--- src/rtl/vga_timing_pkg.sv ---
// Shared VGA raster constants and window helper for vga_timing_gen and the maze display controller.
// The origin is the start of the sync pulse: sync, back porch, visible, front porch.
package vga_timing_pkg;

    localparam int COUNT_W   = 10;

    localparam int H_SYNC    = 96;
    localparam int H_BACK    = 48;
    localparam int H_VISIBLE = 640;
    localparam int H_FRONT   = 16;
    localparam int V_SYNC    = 2;
    localparam int V_BACK    = 33;
    localparam int V_VISIBLE = 480;
    localparam int V_FRONT   = 10;

    localparam int H_TOTAL   = H_SYNC + H_BACK + H_VISIBLE + H_FRONT;
    localparam int V_TOTAL   = V_SYNC + V_BACK + V_VISIBLE + V_FRONT;

    localparam int H_VIS_START = H_SYNC + H_BACK;
    localparam int H_VIS_END   = H_VIS_START + H_VISIBLE;
    localparam int V_VIS_START = V_SYNC + V_BACK;
    localparam int V_VIS_END   = V_VIS_START + V_VISIBLE;

    // Bounds are one bit wider than the counter so an end bound of 1024 still compares correctly.
    function automatic logic in_range(input logic [COUNT_W-1:0] x,
                                      input logic [COUNT_W:0]   lo,
                                      input logic [COUNT_W:0]   hi);
        return ({1'b0, x} >= lo) && ({1'b0, x} < hi);
    endfunction

endpackage

--- src/rtl/pixel_tick_div.sv ---
// Divides the system clock down to the pixel rate: registered tick is high on the clk where
// the divider sits at CLK_DIV-1, so CLK_DIV=1 holds tick high once out of reset.
module pixel_tick_div #(
    parameter int CLK_DIV = 4
) (
    input  logic clk,
    input  logic rst_n,
    output logic tick
);

    localparam int DIV_W = (CLK_DIV > 1) ? $clog2(CLK_DIV) : 1;
    localparam logic [DIV_W-1:0] DIV_LAST = DIV_W'(CLK_DIV - 1);

    if (CLK_DIV < 1) begin : g_bad_div
        $error("pixel_tick_div: CLK_DIV must be at least 1");
    end

    logic [DIV_W-1:0] div;
    logic [DIV_W-1:0] div_next;

    always_comb begin
        div_next = (div == DIV_LAST) ? '0 : div + DIV_W'(1);
    end

    always_ff @(posedge clk or negedge rst_n) begin
        if (!rst_n) begin
            div  <= '0;
            tick <= 1'b0;
        end else begin
            div  <= div_next;
            tick <= (div_next == DIV_LAST);
        end
    end

endmodule

--- src/rtl/vga_timing_gen.sv ---
// VGA raster timing: pixel-rate counters plus registered hSync/vSync/bright/frame_start.
// Optional frame counter output frame_cnt is enabled by defining VGA_FRAME_CNT_EN.
module vga_timing_gen import vga_timing_pkg::*; #(
    parameter int CLK_DIV   = 4,
    parameter int H_SYNC    = vga_timing_pkg::H_SYNC,
    parameter int H_BACK    = vga_timing_pkg::H_BACK,
    parameter int H_VISIBLE = vga_timing_pkg::H_VISIBLE,
    parameter int H_FRONT   = vga_timing_pkg::H_FRONT,
    parameter int V_SYNC    = vga_timing_pkg::V_SYNC,
    parameter int V_BACK    = vga_timing_pkg::V_BACK,
    parameter int V_VISIBLE = vga_timing_pkg::V_VISIBLE,
    parameter int V_FRONT   = vga_timing_pkg::V_FRONT
) (
    input  logic       clk,
    input  logic       rst_n,
    output logic       pixel_en,
    output logic [9:0] hCount,
    output logic [9:0] vCount,
    output logic       hSync,
    output logic       vSync,
    output logic       bright,
    output logic       frame_start
`ifdef VGA_FRAME_CNT_EN
    ,
    output logic [15:0] frame_cnt
);
`else
);
`endif

    localparam int H_TOT = H_SYNC + H_BACK + H_VISIBLE + H_FRONT;
    localparam int V_TOT = V_SYNC + V_BACK + V_VISIBLE + V_FRONT;

    if (H_TOT > 1024 || V_TOT > 1024) begin : g_bad_size
        $error("vga_timing_gen: H_TOTAL and V_TOTAL must not exceed 1024");
    end

    localparam logic [9:0]  H_LAST   = 10'(H_TOT - 1);
    localparam logic [9:0]  V_LAST   = 10'(V_TOT - 1);
    localparam logic [10:0] H_SYNC_W = 11'(H_SYNC);
    localparam logic [10:0] V_SYNC_W = 11'(V_SYNC);
    localparam logic [10:0] H_VIS_LO = 11'(H_SYNC + H_BACK);
    localparam logic [10:0] H_VIS_HI = 11'(H_SYNC + H_BACK + H_VISIBLE);
    localparam logic [10:0] V_VIS_LO = 11'(V_SYNC + V_BACK);
    localparam logic [10:0] V_VIS_HI = 11'(V_SYNC + V_BACK + V_VISIBLE);

    logic [9:0] h_next;
    logic [9:0] v_next;
    logic       frame_wrap;

    pixel_tick_div #(
        .CLK_DIV(CLK_DIV)
    ) u_pixel_tick_div (
        .clk  (clk),
        .rst_n(rst_n),
        .tick (pixel_en)
    );

    always_comb begin
        h_next     = hCount;
        v_next     = vCount;
        frame_wrap = 1'b0;
        if (pixel_en) begin
            if (hCount == H_LAST) begin
                h_next = '0;
                if (vCount == V_LAST) begin
                    v_next     = '0;
                    frame_wrap = 1'b1;
                end else begin
                    v_next = vCount + 10'd1;
                end
            end else begin
                h_next = hCount + 10'd1;
            end
        end
    end

    // Decodes use the next counter values so they land in the same cycle as the counters.
    always_ff @(posedge clk or negedge rst_n) begin
        if (!rst_n) begin
            hCount      <= '0;
            vCount      <= '0;
            hSync       <= 1'b0;
            vSync       <= 1'b0;
            bright      <= 1'b0;
            frame_start <= 1'b0;
        end else begin
            hCount      <= h_next;
            vCount      <= v_next;
            hSync       <= !({1'b0, h_next} < H_SYNC_W);
            vSync       <= !({1'b0, v_next} < V_SYNC_W);
            bright      <= in_range(h_next, H_VIS_LO, H_VIS_HI) &&
                           in_range(v_next, V_VIS_LO, V_VIS_HI);
            frame_start <= frame_wrap;
        end
    end

`ifdef VGA_FRAME_CNT_EN
    always_ff @(posedge clk or negedge rst_n) begin
        if (!rst_n) begin
            frame_cnt <= '0;
        end else if (frame_wrap) begin
            frame_cnt <= frame_cnt + 16'd1;
        end
    end
`else
`endif

endmodule

--- config.mk ---
export PLATFORM = sky130hd
export DESIGN_NAME = vga_timing_gen
export DESIGN_NICKNAME = d
export VERILOG_FILES = /design/src/rtl/vga_timing_pkg.sv /design/src/rtl/pixel_tick_div.sv /design/src/rtl/vga_timing_gen.sv
export SDC_FILE = /design/constraint.sdc
export NUM_CORES = 1
export LEC_CHECK = 0
export ABC_AREA = 0
export CAP_MARGIN = 20
export CORE_UTILIZATION = 51
export DETAILED_ROUTE_END_ITERATION = 10
export GPL_TIMING_DRIVEN = 0
export PLACE_DENSITY = 0.78
export SLEW_MARGIN = 20
export SYNTH_ARGS = -nofsm -noshare
export SYNTH_HDL_FRONTEND = slang
export SYNTH_SLANG_ARGS = --single-unit
--- constraint.sdc ---
create_clock -name clk -period 3 [get_ports clk]
set_clock_uncertainty 0.05 [all_clocks]
set_input_delay 0.9 -clock clk [delete_from_list [all_inputs] [get_ports clk]]
set_output_delay 0.9 -clock clk [all_outputs]
set_load 0.005 [all_outputs]
**Yosys cells after proc, flatten, opt, wreduce, memory -nomap -nowiden**

Index checks and enable logic that the tools add are counted.

- Register bits after elaboration: 27
- Output and inout port bits: 25
- Word-level logic and storage cells: 35

- Add/subtract/negate cells: 3
- Magnitude comparators: 6
- Equal/unequal tests: 4
- Mux-type cells: 9
- Reductions and logical operators: 5

Operator list:

| kind | number |
|---|---|
| $mux W10 | 5 |
| $add A10 B1 Y10 const B | 2 |
| $eq A10 B10 Y1 const B | 2 |
| $lt A10 B10 Y1 const B | 2 |
| $ge A10 B6 Y1 const B | 1 |
| $ge A10 B8 Y1 const B | 1 |
| $lt A10 B2 Y1 const B | 1 |
| $lt A10 B7 Y1 const B | 1 |
| $eq A2 B2 Y1 const B | 2 |
| $logic_and A1 B1 Y1 | 3 |
| $mux W1 | 3 |
| $add A2 B1 Y2 const B | 1 |
| $logic_not A1 Y1 | 2 |
| $mux W2 | 1 |

**Longest topological paths before layout**

- Depth after elaboration: 7
- Mapped depth: 9

**Cells and area by module**

From an unflattened synthesis, not the netlist that was laid out.

- Cell total of the unflattened synthesis: 165
- Area, all modules: 1508.9 µm²

By module, submodules not included:

| module | times used | cells each | area an instance (µm²) |
|---|---|---|---|
| vga_timing_gen | 1 | 157 | 1397.6 |
| pixel_tick_div | 1 | 8 | 111.4 |

**Worst setup path before layout**

No wires, ideal clock.

- Path type: register -> register
- From: register vCount[5]
- To: register bright
- Library setup time: 0.077 ns
- Arrival time: 2.227 ns
- Data required time: 2.873 ns
- Slack: 0.646 ns
- Stages on the path, launching flop included: 8
- Clock period less this slack: 2.354 ns
- Path through: dfrtp_1 -> or4_4 -> or4_4 -> a21o_1 -> a21oi_2 -> and3_1 -> nand4_1 -> a21oi_1

- Cells in the longest elaborated chain, start to end: 7
- Elaborated cells between the ends (all ways): 9
- Classes of those cells: add/sub (1); order compare (2); eq/ne (1); mux (3); reduce/logical (2)

Ends and longest elaborated chain:

| item | line | RTL |
|---|---|---|
| start: declaration | vga_timing_gen.sv:18 | `output logic [9:0] vCount,` |
| start signal: assignment | vga_timing_gen.sv:89 | `vCount <= v_next;` |
| $add A10 B1 Y10 or $eq A10 B10 Y1 (tied branches) | vga_timing_gen.sv:70, vga_timing_gen.sv:66 |  |
| $mux W10 | vga_timing_gen.sv:66 | `if (vCount == V_LAST) begin` |
| $mux W10 | vga_timing_gen.sv:64 | `if (hCount == H_LAST) begin` |
| $mux W10 * | vga_timing_gen.sv:63 | `if (pixel_en) begin` |
| $ge A10 B6 Y1 or $lt A10 B10 Y1 (tied branches) | vga_timing_pkg.sv:28 | `return ({1'b0, x} >= lo) && ({1'b0, x} < hi);` |
| $logic_and A1 B1 Y1 * | vga_timing_pkg.sv:28 |  |
| $logic_and A1 B1 Y1 * | vga_timing_gen.sv:92 | `bright <= in_range(h_next, H_VIS_LO, H_VIS_HI) &&` |
| end signal: assignment | vga_timing_gen.sv:92 |  |
| end: declaration | vga_timing_gen.sv:21 | `output logic bright,` |

Mark *: on every way between the ends. The rest lies on a longest branch, timed or not.

**Final worst setup path**

Same ends and word-level chain as after synthesis.

==> impl_metrics.py <==
metrics = {
    "status": {
        "status": "finished, final reports clean",
    },
    "floorplan": {
        "coreArea_um2": 2758,
        "die_h_um": 55.83,
        "die_w_um": 55.83,
        "dieArea_um2": 3116,
        "ios": 27,
        "rows": 19,
        "start_util": 0.5358,
    },
    "finish": {
        "fin_nets": 198,
        "drive_above_1_share": 0.07368,
        "final_util": 0.6520,
        "antennaDiodeCount": 0,
        "nFillCells": 247,
        "area.growth.synth_to_final_pct": 21.68,
    },
    "power_and_ir_drop": {
        "ir_worst_vdd_mv": 0.2680,
        "powerDensity_nw_per_um2": 292.4,
        "leakage_nw": 0.8100,
        "p_total_w": 0.0005258,
    },
    "routing": {
        "drc_errors": 0,
        "dr.first_iter.drc_count": 70,
        "via_count": 1277,
        "drt_wl_total_mm": 3.120,
        "drt.antenna.violating_nets": 0,
        "first_pass_iters": 4,
        "via_per_inst": 5.778,
        "avgRoutedWirePerCell_um": 14.12,
    },
    "critical_path": {
        "cp_data_required_time_ps": 3200,
        "cp_cell_sequence": "or4_4 > or4_4 > a21o_1 > a21oi_2 > and3_1 > nand4_1 > a21oi_1",
        "cp_slowest_cell": "or4_4",
        "r2r_end": "bright",
        "crit_path_frequent_cell": "or4_4",
        "start_kind": "flip-flop",
        "worstSetupPathType": "reg -> reg",
        "crit_family": "simple AND/OR/NAND/NOR gates",
        "r2r_start": "vCount[5]",
        "rr_worst_depth": 7,
        "crit_path_end_kind": "flip-flop",
        "arrival_ps": 2780,
        "r2r_slack_ps": 420,
        "cp_max_fo": 7,
        "cp.buffers_inverters": 0,
        "slowest_delay_ps": 570,
    },
    "worst_hold_path": {
        "holdPathEnd": "u_pixel_tick_div.div[0]",
        "min_path_type": "reg -> reg",
        "worstHoldStart": "u_pixel_tick_div.div[0]",
        "holdPathStages": 1,
    },
    "sta": {
        "hold_viol": 0,
        "finalMaxSlewViolations": 0,
        "fmax_ghz": 0.3871,
        "slew_headroom": 0.6009,
        "setup_tns_ps": 0,
        "worst_slew_pin_slew_ps": 598.7,
        "rsz0062_at_grt": "no",
        "period_share": 0.8610,
        "worst_slack_ps": 417.0,
        "fin_hold_ws_ps": 418.8,
        "setup_viol": 0,
        "period_needed_ps": 2583,
    },
    "global_route": {
        "grt_pass1_vias": 1187,
        "grt_max_degree": 28,
        "grtUsageTotal": 0.2211,
        "antenna_found_initial": 0,
        "grt_pass1_wl_mm": 5.368,
        "grt_overflow": 0,
    },
    "clock_network": {
        "cts_resized": 0,
        "hold_buffers": 0,
        "clkTransAtPathRegs_ps": 130,
        "cts_buffers": 3,
        "post_cts_buffers": 0,
        "h-tree-depth": 1,
        "cts_tree": "built",
        "clockBufferDepth": 2,
        "worstSkewPairLatency_ps": 320,
        "cts.sinks": 27,
        "cts_root_buffer": "clkbuf_4",
    },
    "synth": {
        "netlist_instances": 160,
        "yosysWarnings": 0,
        "synth_nets": 167,
        "avgSynthCellArea_um2": 9.235,
        "ys_seq_area_frac": 0.4572,
        "synth_cell_types": 34,
        "ys_seq_elements": 27,
        "synthesis.area_um2": 1478,
    },
    "job": {
        "cap_viol_max_count": 0,
    },
    "place": {
        "place_ws_ps": 477.6,
        "dp_hpwl_mm": 2.293,
        "port_buffers": 26,
        "globalplace.congestion": 0.8278,
    },
}
[worst register-to-register path, delay by kind of cell, from the launching register on]
kind / cells / cell delay (ps)
AOI/OAI and AO/OA: 3 / 560
and+or+nand+nor: 4 / 1440
DFF: 1 / 470
[worst max path at each step]
stage,cells past startpoint,endpoint,startpoint
CTS,7,bright,vCount[5]
finish,7,bright,vCount[5]
global route,7,bright,vCount[5]
floorplan,7,bright,vCount[5]
detailed placement,7,bright,vCount[5]
global placement,7,bright,vCount[5]
[layout make-up]
| class | instances | area [um^2] | area share |
|---|---|---|---|
| buffer | 3 | 16.27 | 0.009047 |
| multi-input combinational | 113 | 721.9 | 0.4015 |
| inverter | 17 | 63.81 | 0.03549 |
| sequential | 27 | 675.6 | 0.3758 |
| tap | 31 | 38.79 | 0.02157 |
| timing repair buffer | 26 | 255.2 | 0.1420 |
| clock buffer | 4 | 26.28 | 0.01461 |
[kinds of logic after synthesis]
logic type      synth area share
compound gates            0.1058
xor+xnor                 0.05928
fa+ha+maj                0.04234
buf+inv                  0.05419
flops                     0.4572
mux                      0.02117
simple gates              0.2600
[flip-flops by register name, indices dropped and copies added (netlist names)]
register,cells
hCount,10
vCount,10
u_pixel_tick_div.div,2
bright,1
frame_start,1
hSync,1
u_pixel_tick_div.tick,1
vSync,1
[cells in the mapped netlist]
cell,number,area [um^2]
nor2_1,10,37.54
and4_1,3,26.28
dfrtp_1,27,675.7
a21boi_0,1,7.510
nand2_1,13,48.80
ha_1,5,62.56
xor2_1,3,26.28
and2_1,2,12.51
a31oi_1,2,12.51
or3_1,3,18.77
mux2i_1,2,20.02
o31ai_1,3,22.52
o22ai_2,1,12.51
nor3b_2,1,12.51
a21o_1,1,7.510
nand4_1,8,50.05
nor2b_1,2,12.51
xnor2_1,7,61.31
o21ai_0,9,45.04
a21oi_2,1,8.760
inv_1,17,63.81
a21oi_1,3,15.01
a41oi_1,1,8.760
o22ai_1,1,6.260
and3_1,5,31.28
o31a_2,1,10.01
nand3_1,15,75.07
buf_2,1,5.000
mux2_2,1,11.26
or2_2,1,6.260
nor3_1,6,30.03
clkbuf_1,1,3.750
or4_4,2,22.52
buf_4,1,7.510
[power breakdown]
group	internal, W	switching [W]	total [W]
clock network	0.0000520	0.000103	0.000155
registers	0.000364	0	0.000364
logic	0.000000466	0.00000679	0.00000725
total	0.000416	0.000109	0.000526
[per-stage QoR]
stage / instances / area, um^2
floorplan: 160 / 1478
global placement: 217 / 1777
detailed placement: 217 / 1772
CTS: 221 / 1798
global route: 221 / 1798
finish: 221 / 1798
[placed cells by master, fill, tap and decap left out, types with 5 or more instances in the layout]
master,netlist,layout
inv_1,17,17
ha_1,5,5
and3_1,5,5
nand4_1,8,8
xnor2_1,7,7
dfrtp_1,27,27
o21ai_0,9,9
nor2_1,10,10
nor3_1,6,6
nand2_1,13,13
clkdlybuf4s50_1,0,25
nand3_1,15,15
[layer usage]
metal,vias up,GRT usage,share of wire,wire [um]
li1,623,-,-,-
met4,0,0.08711,0.013,40
met1,626,0.2892,0.47,1479
met3,4,0.03256,0.030,94
met5,-,0,0,0
met2,24,0.3718,0.48,1505
No activity file was read; power rests on OpenSTA's default activity.
